### src/rtl/logic_mux2_sel_pkg.sv
`default_nettype none
// ============================================================================
//  Module      : logic_mux2_sel_pkg
//  Description : Shared types and bit-position constants for logic_mux2_sel.
//                func_e encodes the reduction applied to the selected
//                operand. SEL_BIT/FN_MSB/FN_LSB locate the fields inside the
//                control vector c, which is declared [0:WIDTH-1].
//  Revision    : 1.0 - initial release
// ============================================================================
package logic_mux2_sel_pkg;

   typedef enum logic [1:0] {
      FN_AND = 2'b00,
      FN_OR  = 2'b01,
      FN_XOR = 2'b10,
      FN_MAJ = 2'b11
   } func_e;

   localparam int SEL_BIT = 0;
   localparam int FN_MSB  = 1;
   localparam int FN_LSB  = 2;

endpackage : logic_mux2_sel_pkg
`default_nettype wire

### src/rtl/logic_mux2_sel_if.sv
`default_nettype none
// ============================================================================
//  Module      : logic_mux2_sel_if
//  Description : Bus bundle for logic_mux2_sel.
//                en     - update enable
//                a, b   - operands, index 0 is the MSB
//                c      - control (c[0] select, c[1:2] function code)
//                y      - registered 1-bit result
//                ones_cnt - saturating count of updates to 1
//                           (only when LOGIC_MUX2_SEL_CNT_EN is defined)
//                master drives en/a/b/c, slave drives y (and ones_cnt).
//  Revision    : 1.0 - initial release
// ============================================================================
interface logic_mux2_sel_if #(
   parameter int WIDTH = 3
);
   logic               en;
   logic [0:WIDTH-1]   a;
   logic [0:WIDTH-1]   b;
   logic [0:WIDTH-1]   c;
   logic               y;
`ifdef LOGIC_MUX2_SEL_CNT_EN
   logic [7:0]         ones_cnt;
`endif

`ifdef LOGIC_MUX2_SEL_CNT_EN
   modport master (output en, a, b, c, input y, ones_cnt);
   modport slave  (input en, a, b, c, output y, ones_cnt);
`else
   modport master (output en, a, b, c, input y);
   modport slave  (input en, a, b, c, output y);
`endif

endinterface : logic_mux2_sel_if
`default_nettype wire

### src/rtl/logic_mux2_sel_reduce.sv
`default_nettype none
// ============================================================================
//  Module      : logic_mux2_sel_reduce
//  Description : Purely combinational 1-bit reduction of a WIDTH-bit vector.
//                fn selects AND / OR / XOR (odd parity) / majority, where
//                majority is 1 when popcount(v) >= ceil(WIDTH/2).
//  Ports       : v   [0:WIDTH-1] input vector
//                fn  func_e      reduction select
//                res             1-bit result
//  Revision    : 1.0 - initial release
// ============================================================================
module logic_mux2_sel_reduce
   import logic_mux2_sel_pkg::*;
#(
   parameter int WIDTH = 3
) (
   input  wire logic [0:WIDTH-1] v,
   input  wire func_e            fn,
   output logic                  res
);

   localparam int                CW     = $clog2(WIDTH + 1);
   localparam logic [CW-1:0]     MAJ_TH = CW'((WIDTH + 1) / 2);

   logic [CW-1:0] ones;

   always_comb begin
      ones = '0;
      for (int i = 0; i < WIDTH; i++) begin
         ones = ones + CW'(v[i]);
      end
   end

   always_comb begin
      res = 1'b0;
      case (fn)
         FN_AND:  res = &v;
         FN_OR:   res = |v;
         FN_XOR:  res = ^v;
         FN_MAJ:  res = (ones >= MAJ_TH);
         default: res = 1'b0;
      endcase
   end

endmodule : logic_mux2_sel_reduce
`default_nettype wire

### src/rtl/logic_mux2_sel.sv
`default_nettype none
// ============================================================================
//  Module      : logic_mux2_sel
//  Description : Registered 2:1 vector mux followed by a selectable 1-bit
//                reduction. c[0] picks a (0) or b (1); c[1:2] picks the
//                reduction; the result is registered onto y when en is high.
//  Ports       : clk    rising-edge clock
//                rst_n  asynchronous active-low reset (y <= RESET_VAL)
//                bus    logic_mux2_sel_if.slave (en, a, b, c in; y out)
//  Options     : LOGIC_MUX2_SEL_CNT_EN adds bus.ones_cnt, a saturating
//                8-bit count of edges at which y is updated to 1.
//  Revision    : 1.0 - initial release
// ============================================================================
module logic_mux2_sel
   import logic_mux2_sel_pkg::*;
#(
   parameter int   WIDTH     = 3,
   parameter logic RESET_VAL = 1'b0
) (
   input  wire logic          clk,
   input  wire logic          rst_n,
   logic_mux2_sel_if.slave    bus
);

   logic [0:WIDTH-1] v;
   func_e            fn;
   logic             red_res;
   logic             y_d;
   logic             y_q;

   // Operand select and function decode straight from the control fields.
   always_comb begin
      v  = bus.c[SEL_BIT] ? bus.b : bus.a;
      fn = func_e'({bus.c[FN_MSB], bus.c[FN_LSB]});
   end

   // Control bits beyond the function code carry no meaning.
   generate
      if (WIDTH > 3) begin : g_unused_c
         logic unused_c_hi;
         assign unused_c_hi = ^bus.c[3:WIDTH-1];
      end
   endgenerate

   logic_mux2_sel_reduce #(
      .WIDTH (WIDTH)
   ) u_reduce (
      .v   (v),
      .fn  (fn),
      .res (red_res)
   );

   always_comb begin
      y_d = y_q;
      if (bus.en) begin
         y_d = red_res;
      end
   end

   always_ff @(posedge clk or negedge rst_n) begin
      if (!rst_n) begin
         y_q <= RESET_VAL;
      end else begin
         y_q <= y_d;
      end
   end

   assign bus.y = y_q;

`ifdef LOGIC_MUX2_SEL_CNT_EN
   logic [7:0] ones_cnt_d;
   logic [7:0] ones_cnt_q;

   // Counts only edges that actually load a 1; sticks at all-ones.
   always_comb begin
      ones_cnt_d = ones_cnt_q;
      if (bus.en && red_res && (ones_cnt_q != 8'hFF)) begin
         ones_cnt_d = ones_cnt_q + 8'd1;
      end
   end

   always_ff @(posedge clk or negedge rst_n) begin
      if (!rst_n) begin
         ones_cnt_q <= 8'h00;
      end else begin
         ones_cnt_q <= ones_cnt_d;
      end
   end

   assign bus.ones_cnt = ones_cnt_q;
`endif

endmodule : logic_mux2_sel
`default_nettype wire

### src/flat_wrapper.sv
// flat-port wrapper written by rule: the top's interface ports become plain ports
module logic_mux2_sel_flat import logic_mux2_sel_pkg::*;
#(
   parameter int   WIDTH     = 3,
   parameter logic RESET_VAL = 1'b0
)
  (clk, rst_n, bus_en, bus_a, bus_b, bus_c, bus_y);
  logic_mux2_sel_if #(.WIDTH(WIDTH)) bus_i ();
  input  wire logic clk;
  input  wire logic rst_n;
  input wire logic [$bits(bus_i.en)-1:0] bus_en;
  input wire logic [$bits(bus_i.a)-1:0] bus_a;
  input wire logic [$bits(bus_i.b)-1:0] bus_b;
  input wire logic [$bits(bus_i.c)-1:0] bus_c;
  output wire logic [$bits(bus_i.y)-1:0] bus_y;
  assign bus_i.en = bus_en;
  assign bus_i.a = bus_a;
  assign bus_i.b = bus_b;
  assign bus_i.c = bus_c;
  assign bus_y = bus_i.y;
  logic_mux2_sel #(.WIDTH(WIDTH), .RESET_VAL(RESET_VAL)) u_core (.clk(clk), .rst_n(rst_n), .bus(bus_i));
endmodule
### config.mk
export PLATFORM = sky130hd
export DESIGN_NAME = logic_mux2_sel_flat
export DESIGN_NICKNAME = d
export VERILOG_FILES = /design/src/rtl/logic_mux2_sel_pkg.sv /design/src/rtl/logic_mux2_sel_if.sv /design/src/rtl/logic_mux2_sel_reduce.sv /design/src/rtl/logic_mux2_sel.sv /design/src/flat_wrapper.sv
export SDC_FILE = /design/constraint.sdc
export NUM_CORES = 1
export LEC_CHECK = 0
export CORE_AREA = 2 2 39 41
export DETAILED_ROUTE_END_ITERATION = 8
export DIE_AREA = 0 0 41 43
export PLACE_DENSITY = 0.38
export SYNTH_ARGS = -nofsm -noshare
export SYNTH_HDL_FRONTEND = slang
export SYNTH_SLANG_ARGS = --single-unit
export TNS_END_PERCENT = 50
### constraint.sdc
create_clock -name clk -period 0.9 [get_ports clk]
set_input_delay 0.18 -clock clk [delete_from_list [all_inputs] [get_ports clk]]
set_output_delay 0.18 -clock clk [all_outputs]
set_load 0.005 [all_outputs]
==> results summary, run 1 <==
The final cell count without fillers came out at 54. Dividing the detail-routed wire length by the instance count gives approximately 8.8 um. The fraction of met1 tracks used by global routing is between 6 and 7%. The flip-flop count of the largest register after layout is 1. The category of cells accounting for the largest share of critical-path delay is multiplexers.

The normalized max-slew margin is between 80% and 90%. The antenna diode instance count is 0. The final clock period utilization by the worst path came out at 185%. The setup skew after layout is 0 ns. The number of placed cells counting well taps is 49. The first-pass iteration count of the detailed router is 1. The busiest layer in global routing is met2. Summing over every cut layer, the via total after detailed routing is 203. After synthesis, the mean cell area works out to between 10 and 15 um2. After synthesis the netlist holds a flip-flop and latch count of 1. The sort of element at the end of the critical path is a flip-flop.

The clock transition at the registers of the reported paths is 0 ns. The power density normalized to cell area came out at 668 mW/mm2. The gate count of the mapped netlist came out at 17. The pin count of the biggest net entering global routing came out at 4. The largest individual stage delay along the critical path comes from the cell fa_1. The placeable core area is between 0.001 and 0.0015 mm2. The met2 track demand over resource is 11.6%. The element type at the critical path start is an input pin. Summing the sequential cell areas from Yosys gives 13.3% of the chip area. During I/O placement, the number of pins put on the boundary was 13. The net count of the finished layout is between 50 and 60. The routability congestion estimate from global placement is between 0.5 and 0.6.

The die covers around 0.0018 mm2. The worst setup slack after placement came out at -1.30 ns. The worst setup path is of the in2reg kind. The chip height is ~43 um. The synthesized area came out at about 190 um2. The number of antenna violations at the first check in global routing came out at 0. The core utilization of the finished layout is between 30% and 40%. Data on the critical path is required at its endpoint by between 0.7 and 0.8 ns. The count of final hold-check violations is 0. The number of DRC violations after detailed-routing iteration 0 is 0. The layout-stage area growth over the synthesis result is 122%. The library cells used most frequently in the layout, excluding fill and tap cells, are buf_4, clkdlybuf4s50_1, buf_2. The count of buffers added on input and output ports is 12. The flow ran to the end, but the final reports show violations.

The via count of the first global-routing pass came to ~210. The clock latency reported for the late side of the worst-skew pair is 0 ns. On the worst path, the slowest cell contributes a delay of approximately 0.45 ns. The wire length of the first global-routing pass is between 700 and 800 um. The maximum achievable frequency is 602 MHz. The sum of routed wire length over all layers came out at 475 um.

Counting I/O delays and the setup requirement, the final critical path takes roughly 1.7 ns. The post-detailed-route via-to-cell ratio came out at 3.76. Setup repair after global routing could not meet its margin everywhere. The aggregate global routing overflow came out at 0.

In this run the worst path has a maximum fanout of 3. The final reports fail on negative setup slack. The transition time at the pin with the least slew margin came out at between 0.2 and 0.25 ns. The total setup violations reported at the end of the flow came out at 1.

The critical path crosses 7 cells after its start point. Leaving out fill and tap cells, the most frequent cell in the layout is buf_4. The total buffers and inverters traversed by the critical path came out at 2. Yosys mapped the design onto 13 distinct sky130hd cell types. The chip width came out at ~41 um. The peak supply drop came out at roughly 0.00017 V. The largest registers in the layout are u_core.bus.y: 1 flops. The register with the most flip-flops is u_core.bus.y. The max-slew violation count is 0. The worst hold-check slack is around 0.33 ns. The initial core utilization came out at 13.6%. Global routing used less than 1% of the available met3 tracks. The total routing resource utilization after global routing came out at under 10%. The signal on the critical path passes through buf_8 > mux2i_2 > inv_1 > fa_1 > mux2_4 > a31oi_4 > o21ai_1. The proportion of layout cells with a drive suffix above 1 is 60.5%. The data arrival time at the worst-slack endpoint is 1.53 ns. The number of maximum-capacitance violations came out at 0. The leakage power summed over all cells came out at ~0.19 nW. The worst setup margin is -0.761 ns. The number of nets produced by synthesis came out at 32. The floorplan has 14 rows. The residual antenna-violating net count after detailed routing came out at 0. The number of remaining DRC errors came out at 0. The count of cells along the worst register-to-register path is 3. The path class of the tightest hold or removal check is in2async. The count of warnings emitted by yosys is 0.
-- path summary, 6_finish.rpt --
kind,endpoint,slack (ns),start
min in group clk,u_core.bus.y$_DFFE_PN0P_,0.70,u_core.bus.y$_DFFE_PN0P_
setup reg to reg,u_core.bus.y$_DFFE_PN0P_,0.06,u_core.bus.y$_DFFE_PN0P_
setup / recovery,u_core.bus.y$_DFFE_PN0P_,-0.76,bus_c[2]
hold / removal,u_core.bus.y$_DFFE_PN0P_,0.33,rst_n
hold reg to reg,u_core.bus.y$_DFFE_PN0P_,0.70,u_core.bus.y$_DFFE_PN0P_
max in group asynchronous,u_core.bus.y$_DFFE_PN0P_,0.47,rst_n
-- through the flow --
stage	setup TNS, ns	total power (W)	area, um2
2_1_floorplan	-0.596	0.000128	188
3_3_place_gp	-1.37	0.000232	370
3_5_place_dp	-1.40	0.000235	370
4_1_cts	-0.798	0.000255	399
5_1_grt	-0.848	0.000303	417
6_report	-0.761	0.000278	417
-- final cells by class --
type,instances,area [um2]
Timing Repair Buffer,21,174
Sequential cell,1,25.0
Inverter,3,37.5
Multi-Input combinational cell,13,160
Fill cell,158,967
Tap cell,16,20.0
-- kinds of logic after synthesis --
family / share of synthesized area (%)
multiplexers: 24.7
buffers and inverters: 20.0
adder cells (fa/ha/maj): 24.0
AO/OA/AOI/OAI: 11.3
AND/OR/NAND/NOR: 6.67
flip-flops: 13.3
-- report_power, final --
group / leakage (nW) / switching [W] / internal, W
sequential: 0.0123 / 0.00000330 / 0.0000533
clock: 0 / 0 / 0
combinational: 0.181 / 0.0000803 / 0.000141
total: 0.193 / 0.0000836 / 0.000195
-- what timing repair did --
item	CTS	global route
endpoints found under the setup margin	2	1
hold buffers	0	0
hold endpoints to repair	0	0
gates resized for setup	26	6
setup buffers	5	0
pin swaps	2	2
-- synth_stat cells --
master,instances,area share [%]
ha_1,2,13
inv_1,2,4.0
mux2i_1,2,11
nor2b_1,2,6.7
a21oi_1,1,2.7
a31oi_1,1,3.3
clkinv_16,1,16
dfrtp_1,1,13
fa_1,1,11
mux2_2,1,6.0
mux2_4,1,8.0
o21ai_0,1,2.7
o21ai_1,1,2.7
-- metal layers --
layer | up-vias | share of wire (%)
met5 | - | 0
met4 | 0 | 0
met3 | 0 | 17
met2 | 13 | 52
met1 | 92 | 31
li1 | 98 | -
Power figures use the tool's default switching activity.
==> run 2, diff against run 1 <==
--- a/config.mk
+++ b/config.mk
@@ -5,10 +5,11 @@
 export SDC_FILE = /design/constraint.sdc
 export NUM_CORES = 1
 export LEC_CHECK = 0
-export CORE_AREA = 2 2 39 41
+export CORE_AREA = 4 4 41 43
 export DETAILED_ROUTE_END_ITERATION = 8
-export DIE_AREA = 0 0 41 43
+export DIE_AREA = 0 0 45 47
 export PLACE_DENSITY = 0.38
+export SKIP_CTS_REPAIR_TIMING = 1
 export SYNTH_ARGS = -nofsm -noshare
 export SYNTH_HDL_FRONTEND = slang
 export SYNTH_SLANG_ARGS = --single-unit
==> run 2 against run 1 <==
Effect of this change:
- the flow still finishes with violations (negative setup slack)
- clock skew stayed put
- first-iteration DRC count stayed put
- via count shrank 3.9%
- highest routed layer unchanged
- setup slack lost 0.031 ns
- sequential share of layout area shrank 0.23 points
- maximum frequency fell by 1.8%
- worst hold slack is essentially flat
- combinational power decreased by 8%
==> results summary, run 2 (synthesis results as in run 1) <==
The area of the die is 0.00212 mm2 (was 0.00176 mm2). The power density normalized to cell area is 605 mW/mm2 (was 668 mW/mm2). The number of DRC violations after detailed-routing iteration 0 is 0 (unchanged). The number of antenna violations at the first check in global routing is 0 (unchanged).

The category of the critical setup timing path is in2reg (unchanged). The layout-stage area growth over the synthesis result is 131% (was 122%). The count of pins on the block boundary came out at 13 (unchanged).

The via count of the first global-routing pass is 204 (was 208). The wire length of the first global-routing pass is 821 um (was 752 um). The chip width is 45 um (was 41 um). Most used cells in the layout excluding fill and tap cells: dlymetal6s2s_1, buf_4, clkdlybuf4s50_1 (was buf_4, clkdlybuf4s50_1, buf_2). The final setup TNS was -0.792 ns (was -0.761 ns). The post-detailed-route via-to-cell ratio came out at 3.75 (was 3.76). Outcome: complete, but fails checks (unchanged). The setup skew after layout is 0 ns (unchanged). The placeable core area came to 0.00130 mm2 (was 0.00138 mm2). The average wire length per cell after detail routing came out at 8.98 um (was 8.80 um). The initial core utilization came out at 14.4% (was 13.6%). The number of maximum-capacitance violations came out at 0 (unchanged).

The worst setup slack after placement is -1.30 ns (about the same). The count of cells along the worst register-to-register path came out at 3 (unchanged). The worst setup margin is -0.792 ns (was -0.761 ns). The antenna diode instance count came out at 0 (unchanged).

Violations in the final reports: negative setup slack (unchanged). The element type at the critical path start was an input pin (unchanged). The chip height was 47 um (was 43 um). The maximum fanout encountered on the critical timing path came out at 3 (unchanged). The number of remaining DRC errors is 0 (unchanged). The clock latency reported for the late side of the worst-skew pair came out at 0 ns (about the same).

The flip-flop count of the largest register after layout is 1 (unchanged). Unrepaired setup endpoints after global routing: true (unchanged). The net count of the finished layout came out at 54 (was 55). The first-pass iteration count of the detailed router came out at 1 (unchanged). The filler cell count in the final layout came out at 141 (was 158). The worst hold-check slack came to 0.330 ns (about the same). The routability congestion estimate from global placement came out at 0.769 (was 0.533). The half-perimeter wire length after placement is a little under 400 um.

Regs by FF count: u_core.bus.y: 1 flops (unchanged). The number of port buffers is 12 (unchanged). The register with the most flip-flops is u_core.bus.y (unchanged). The area used by multi-input combinational logic was 136 um2 (was 160 um2). The aggregate global routing overflow is 0 (unchanged). The peak supply drop is 0.000191 V (was 0.000170 V). The clock transition at the registers of the reported paths was 0 ns (about the same). The data required time at the worst endpoint came out at 0.77 ns (about the same). The final cell count without fillers is 52 (was 54). The pin count of the biggest net entering global routing was 4 (unchanged). The sort of element at the end of the critical path is a flip-flop (unchanged). The normalized max-slew margin is 87.0% (was 86.3%). The total vias in the final route came out at 195 (was 203). The data arrival time at the worst-slack endpoint is 1.57 ns (was 1.53 ns). The area occupied by registers is 25.0 um2 (unchanged).

The number of placed cells counting well taps came out at 49 (unchanged). The maximum achievable frequency was 591 MHz (was 602 MHz). The max-slew violation count came out at 0 (unchanged). The proportion of layout cells with a drive suffix above 1 is 40.5% (was 60.5%). The type of the worst min-delay path is in2async (unchanged). The final clock period utilization by the worst path is 188% (was 185%). The site row count came out at 13 (was 14). The shortest period the worst path allows is 1.69 ns (was 1.66 ns). The count of final hold-check violations is 0 (unchanged). The total setup violations reported at the end of the flow came out at 1 (unchanged). The leakage power summed over all cells is 0.249 nW (was 0.193 nW). The sum of routed wire length over all layers came out at 467 um (was 475 um). The total routing resource utilization after global routing is 4.89% (was 5.71%).

The transition time at the pin with the least slew margin was 0.191 ns (was 0.205 ns). The residual antenna-violating net count after detailed routing came out at 0 (unchanged).
run 2: critical path: stages:
cell and delay (ns):
buf_8 0.10, mux2_4 0.30, fa_1 0.47, mux2_4 0.27, a31oi_1 0.16, o21ai_1 0.08
run 2: worst paths after layout:
path | from | slack (ns) | to
min | rst_n | 0.33 | u_core.bus.y$_DFFE_PN0P_
max in group asynchronous | rst_n | 0.47 | u_core.bus.y$_DFFE_PN0P_
max reg2reg | u_core.bus.y$_DFFE_PN0P_ | 0.08 | u_core.bus.y$_DFFE_PN0P_
min in group clk | u_core.bus.y$_DFFE_PN0P_ | 0.61 | u_core.bus.y$_DFFE_PN0P_
max | bus_c[2] | -0.79 | u_core.bus.y$_DFFE_PN0P_
min reg2reg | u_core.bus.y$_DFFE_PN0P_ | 0.61 | u_core.bus.y$_DFFE_PN0P_
run 2: per-layer routing:
layer / up-vias / routed length, um / share of wire (%) / global-route usage [%]
met4: 0 / 0 / 0 / 0
met5: - / 0 / 0 / 0
met3: 0 / 59 / 13 / 1.15
met2: 13 / 200 / 43 / 9.32
li1: 97 / - / - / -
met1: 85 / 207 / 44 / 5.87
run 2: per-stage QoR:
step / util (%) / total power (W) / cell area, um2
2_1_floorplan: - / 0.000128 / 188
3_3_place_gp: 28.9 / 0.000238 / 377
3_5_place_dp: 28.9 / 0.000242 / 377
4_1_cts: 28.9 / 0.000242 / 377
5_1_grt: 33.3 / 0.000283 / 433
6_report: 33.3 / 0.000262 / 433
run 2: layout make-up:
cell class,instances,area share (%)
tap,15,4.34
timing repair buffer,20,49.7
multi-input combinational,13,31.5
sequential,1,5.78
inverter,3,8.67
run 2: power breakdown:
group / switching (W) / total, W / internal, W
Sequential: 0.00000302 / 0.0000563 / 0.0000532
Combinational: 0.0000659 / 0.000205 / 0.000139
Clock: 0 / 0 / 0
Total: 0.0000690 / 0.000262 / 0.000193
==> run 3, diff against run 2 <==
--- a/config.mk
+++ b/config.mk
@@ -8,6 +8,7 @@
 export CORE_AREA = 4 4 41 43
 export DETAILED_ROUTE_END_ITERATION = 8
 export DIE_AREA = 0 0 45 47
+export MAX_ROUTING_LAYER = met4
 export PLACE_DENSITY = 0.38
 export SKIP_CTS_REPAIR_TIMING = 1
 export SYNTH_ARGS = -nofsm -noshare
==> run 3 against run 2 <==
Effect of this change:
- the run still ends with negative setup slack left
- via count unchanged
- power barely moved
- flip-flop and latch count did not move
==> results summary, run 3 (synthesis results as in run 1) <==
Outcome: complete, but fails checks (unchanged). Violations in the final reports: negative setup slack (unchanged). The shortest period the worst path allows was 1.69 ns (unchanged). The total buffers and inverters traversed by the critical path is 1 (unchanged). The worst-case register-to-register setup slack is 0.08 ns (about the same). The launching point of the worst reg2reg path is u_core.bus.y$_DFFE_PN0P_ (unchanged). The average wire length per cell after detail routing is 8.98 um (unchanged). Most used cells in the layout excluding fill and tap cells: dlymetal6s2s_1, buf_4, clkdlybuf4s50_1 (unchanged). The sort of element at the end of the critical path is a flip-flop (unchanged). The filler cell count in the final layout is 141 (unchanged).

The max-slew violation count came out at 0 (unchanged). The placeable core area was 0.00130 mm2 (unchanged). The antenna diode instance count was 0 (unchanged). The final cell count without fillers came out at 52 (unchanged). The data arrival time at the worst-slack endpoint is 1.57 ns (about the same). The chip width came out at 45 um (unchanged). The final setup TNS is -0.792 ns (unchanged). The number of port buffers came to 12 (unchanged). The category of cells accounting for the largest share of critical-path delay is multiplexers (unchanged). The count of pins on the block boundary came out at 13 (unchanged). The half-perimeter wire length after placement was 391 um (unchanged). The number of antenna violations at the first check in global routing was 0 (unchanged).

The count of cells along the worst register-to-register path came to 3 (unchanged). The worst hold-check slack came out at 0.330 ns (unchanged). The pin count of the biggest net entering global routing was 4 (unchanged). The transition time at the pin with the least slew margin was 0.191 ns (unchanged). The element type at the critical path start is an input pin (unchanged).

The normalized max-slew margin came to 87.0% (unchanged). The first-pass iteration count of the detailed router was 1 (unchanged). The total vias in the final route is 195 (unchanged). The data required time at the worst endpoint is 0.77 ns (about the same). The wire length of the first global-routing pass is 821 um (unchanged).

The residual antenna-violating net count after detailed routing was 0 (unchanged). The initial core utilization came out at 14.4% (unchanged). The worst setup margin is -0.792 ns (unchanged). The maximum achievable frequency is 591 MHz (unchanged).

The number of remaining DRC errors came out at 0 (unchanged). The setup skew after layout is 0 ns (unchanged). The net count of the finished layout was 54 (unchanged). The overall power is 0.000262 W (about the same). Regs by FF count: u_core.bus.y: 1 flops (unchanged).

The cell with the largest stage delay on the worst path is fa_1 (unchanged). Chain of cells forming the critical path: buf_8 > mux2_4 > fa_1 > mux2_4 > a31oi_1 > o21ai_1 (unchanged). The total routing resource utilization after global routing is 5.04% (was 4.89%). The total setup violations reported at the end of the flow came out at 1 (unchanged). The dominant cell type by count on the critical path was mux2_4 (unchanged). Unrepaired setup endpoints after global routing: true (unchanged). The core utilization of the finished layout is 33.3% (unchanged). The peak supply drop is 0.000191 V (unchanged).

The number of placed cells counting well taps is 49 (unchanged). The post-detailed-route via-to-cell ratio came out at 3.75 (unchanged). The flip-flop count of the largest register after layout came out at 1 (unchanged). The type of the worst min-delay path is in2async (unchanged). The routability congestion estimate from global placement is 0.779 (was 0.769). The area of the die came out at 0.00212 mm2 (unchanged). The aggregate global routing overflow is 0 (unchanged).

The maximum fanout encountered on the critical timing path came to 3 (unchanged). The via count of the first global-routing pass was 204 (unchanged). The site row count was 13 (unchanged).

The proportion of layout cells with a drive suffix above 1 is 40.5% (unchanged). The number of DRC violations after detailed-routing iteration 0 was 0 (unchanged). The register with the most flip-flops is u_core.bus.y (unchanged). The clock transition at the registers of the reported paths is 0 ns (about the same).

The final clock period utilization by the worst path came out at 188% (unchanged). The longest individual stage delay on the worst path was 0.47 ns (about the same). The endpoint of the most critical register-to-register path is u_core.bus.y$_DFFE_PN0P_ (unchanged). The power density normalized to cell area came out at 605 mW/mm2 (about the same). The count of final hold-check violations came out at 0 (unchanged).

The chip height came out at 47 um (unchanged). The layout-stage area growth over the synthesis result came out at 131% (unchanged). The sum of routed wire length over all layers is 467 um (unchanged).

The number of maximum-capacitance violations came out at 0 (unchanged). The clock latency reported for the late side of the worst-skew pair came out at 0 ns (about the same). The leakage power summed over all cells came out at 0.249 nW (unchanged). The category of the critical setup timing path is in2reg (unchanged).
[run 3: cell counts in the layout (fill, tap and decap cells not counted)]
No cell type changed its count.
[run 3: how the worst max path moves through the flow]
stage                   from                  endpoint  depth (start not counted)
detailed placement  bus_c[2]  u_core.bus.y$_DFFE_PN0P_                          7
floorplan           bus_c[2]  u_core.bus.y$_DFFE_PN0P_                          6
CTS                 bus_c[2]  u_core.bus.y$_DFFE_PN0P_                          7
finish              bus_c[2]  u_core.bus.y$_DFFE_PN0P_                          6
global route        bus_a[1]  u_core.bus.y$_DFFE_PN0P_                          7
global placement    bus_c[2]  u_core.bus.y$_DFFE_PN0P_                          7
[run 3: area by class of cell]
type	instances	area [um2]	share of cell area [%]
timing repair buffer	20	215	49.7
sequential	1	25.0	5.78
inverter	3	37.5	8.67
tap	15	18.8	4.34
multi-input combinational	13	136	31.5
[run 3: worst reg2reg max path: cells and delay by family (launching register included)]
family / cells / cell delay [ns]
flip-flops: 1 / 0.35
AO/OA/AOI/OAI: 2 / 0.22
AND/OR/NAND/NOR: 1 / 0.13
[run 3: power breakdown]
group          internal (W)  leakage [nW]  switching, W
Combinational      0.000139         0.237     0.0000659
Sequential        0.0000532        0.0123    0.00000302
Clock                     0             0             0
Total              0.000193         0.249     0.0000690
[run 3: metrics by stage]
step / cell area, um2 / setup WS, ns
2_1_floorplan: 188 / -0.596
3_3_place_gp: 377 / -1.27
3_5_place_dp: 377 / -1.30
4_1_cts: 377 / -1.28
5_1_grt: 433 / -0.842
6_report: 433 / -0.792
[run 3: per-layer routing]
metal  track usage, %  vias up  wire [um]
li1                 -       97          -
met1             6.09       85        213
met2             9.32       13        200
met3            0.766        0         53
met4                0        0          0
met5                -        -          0
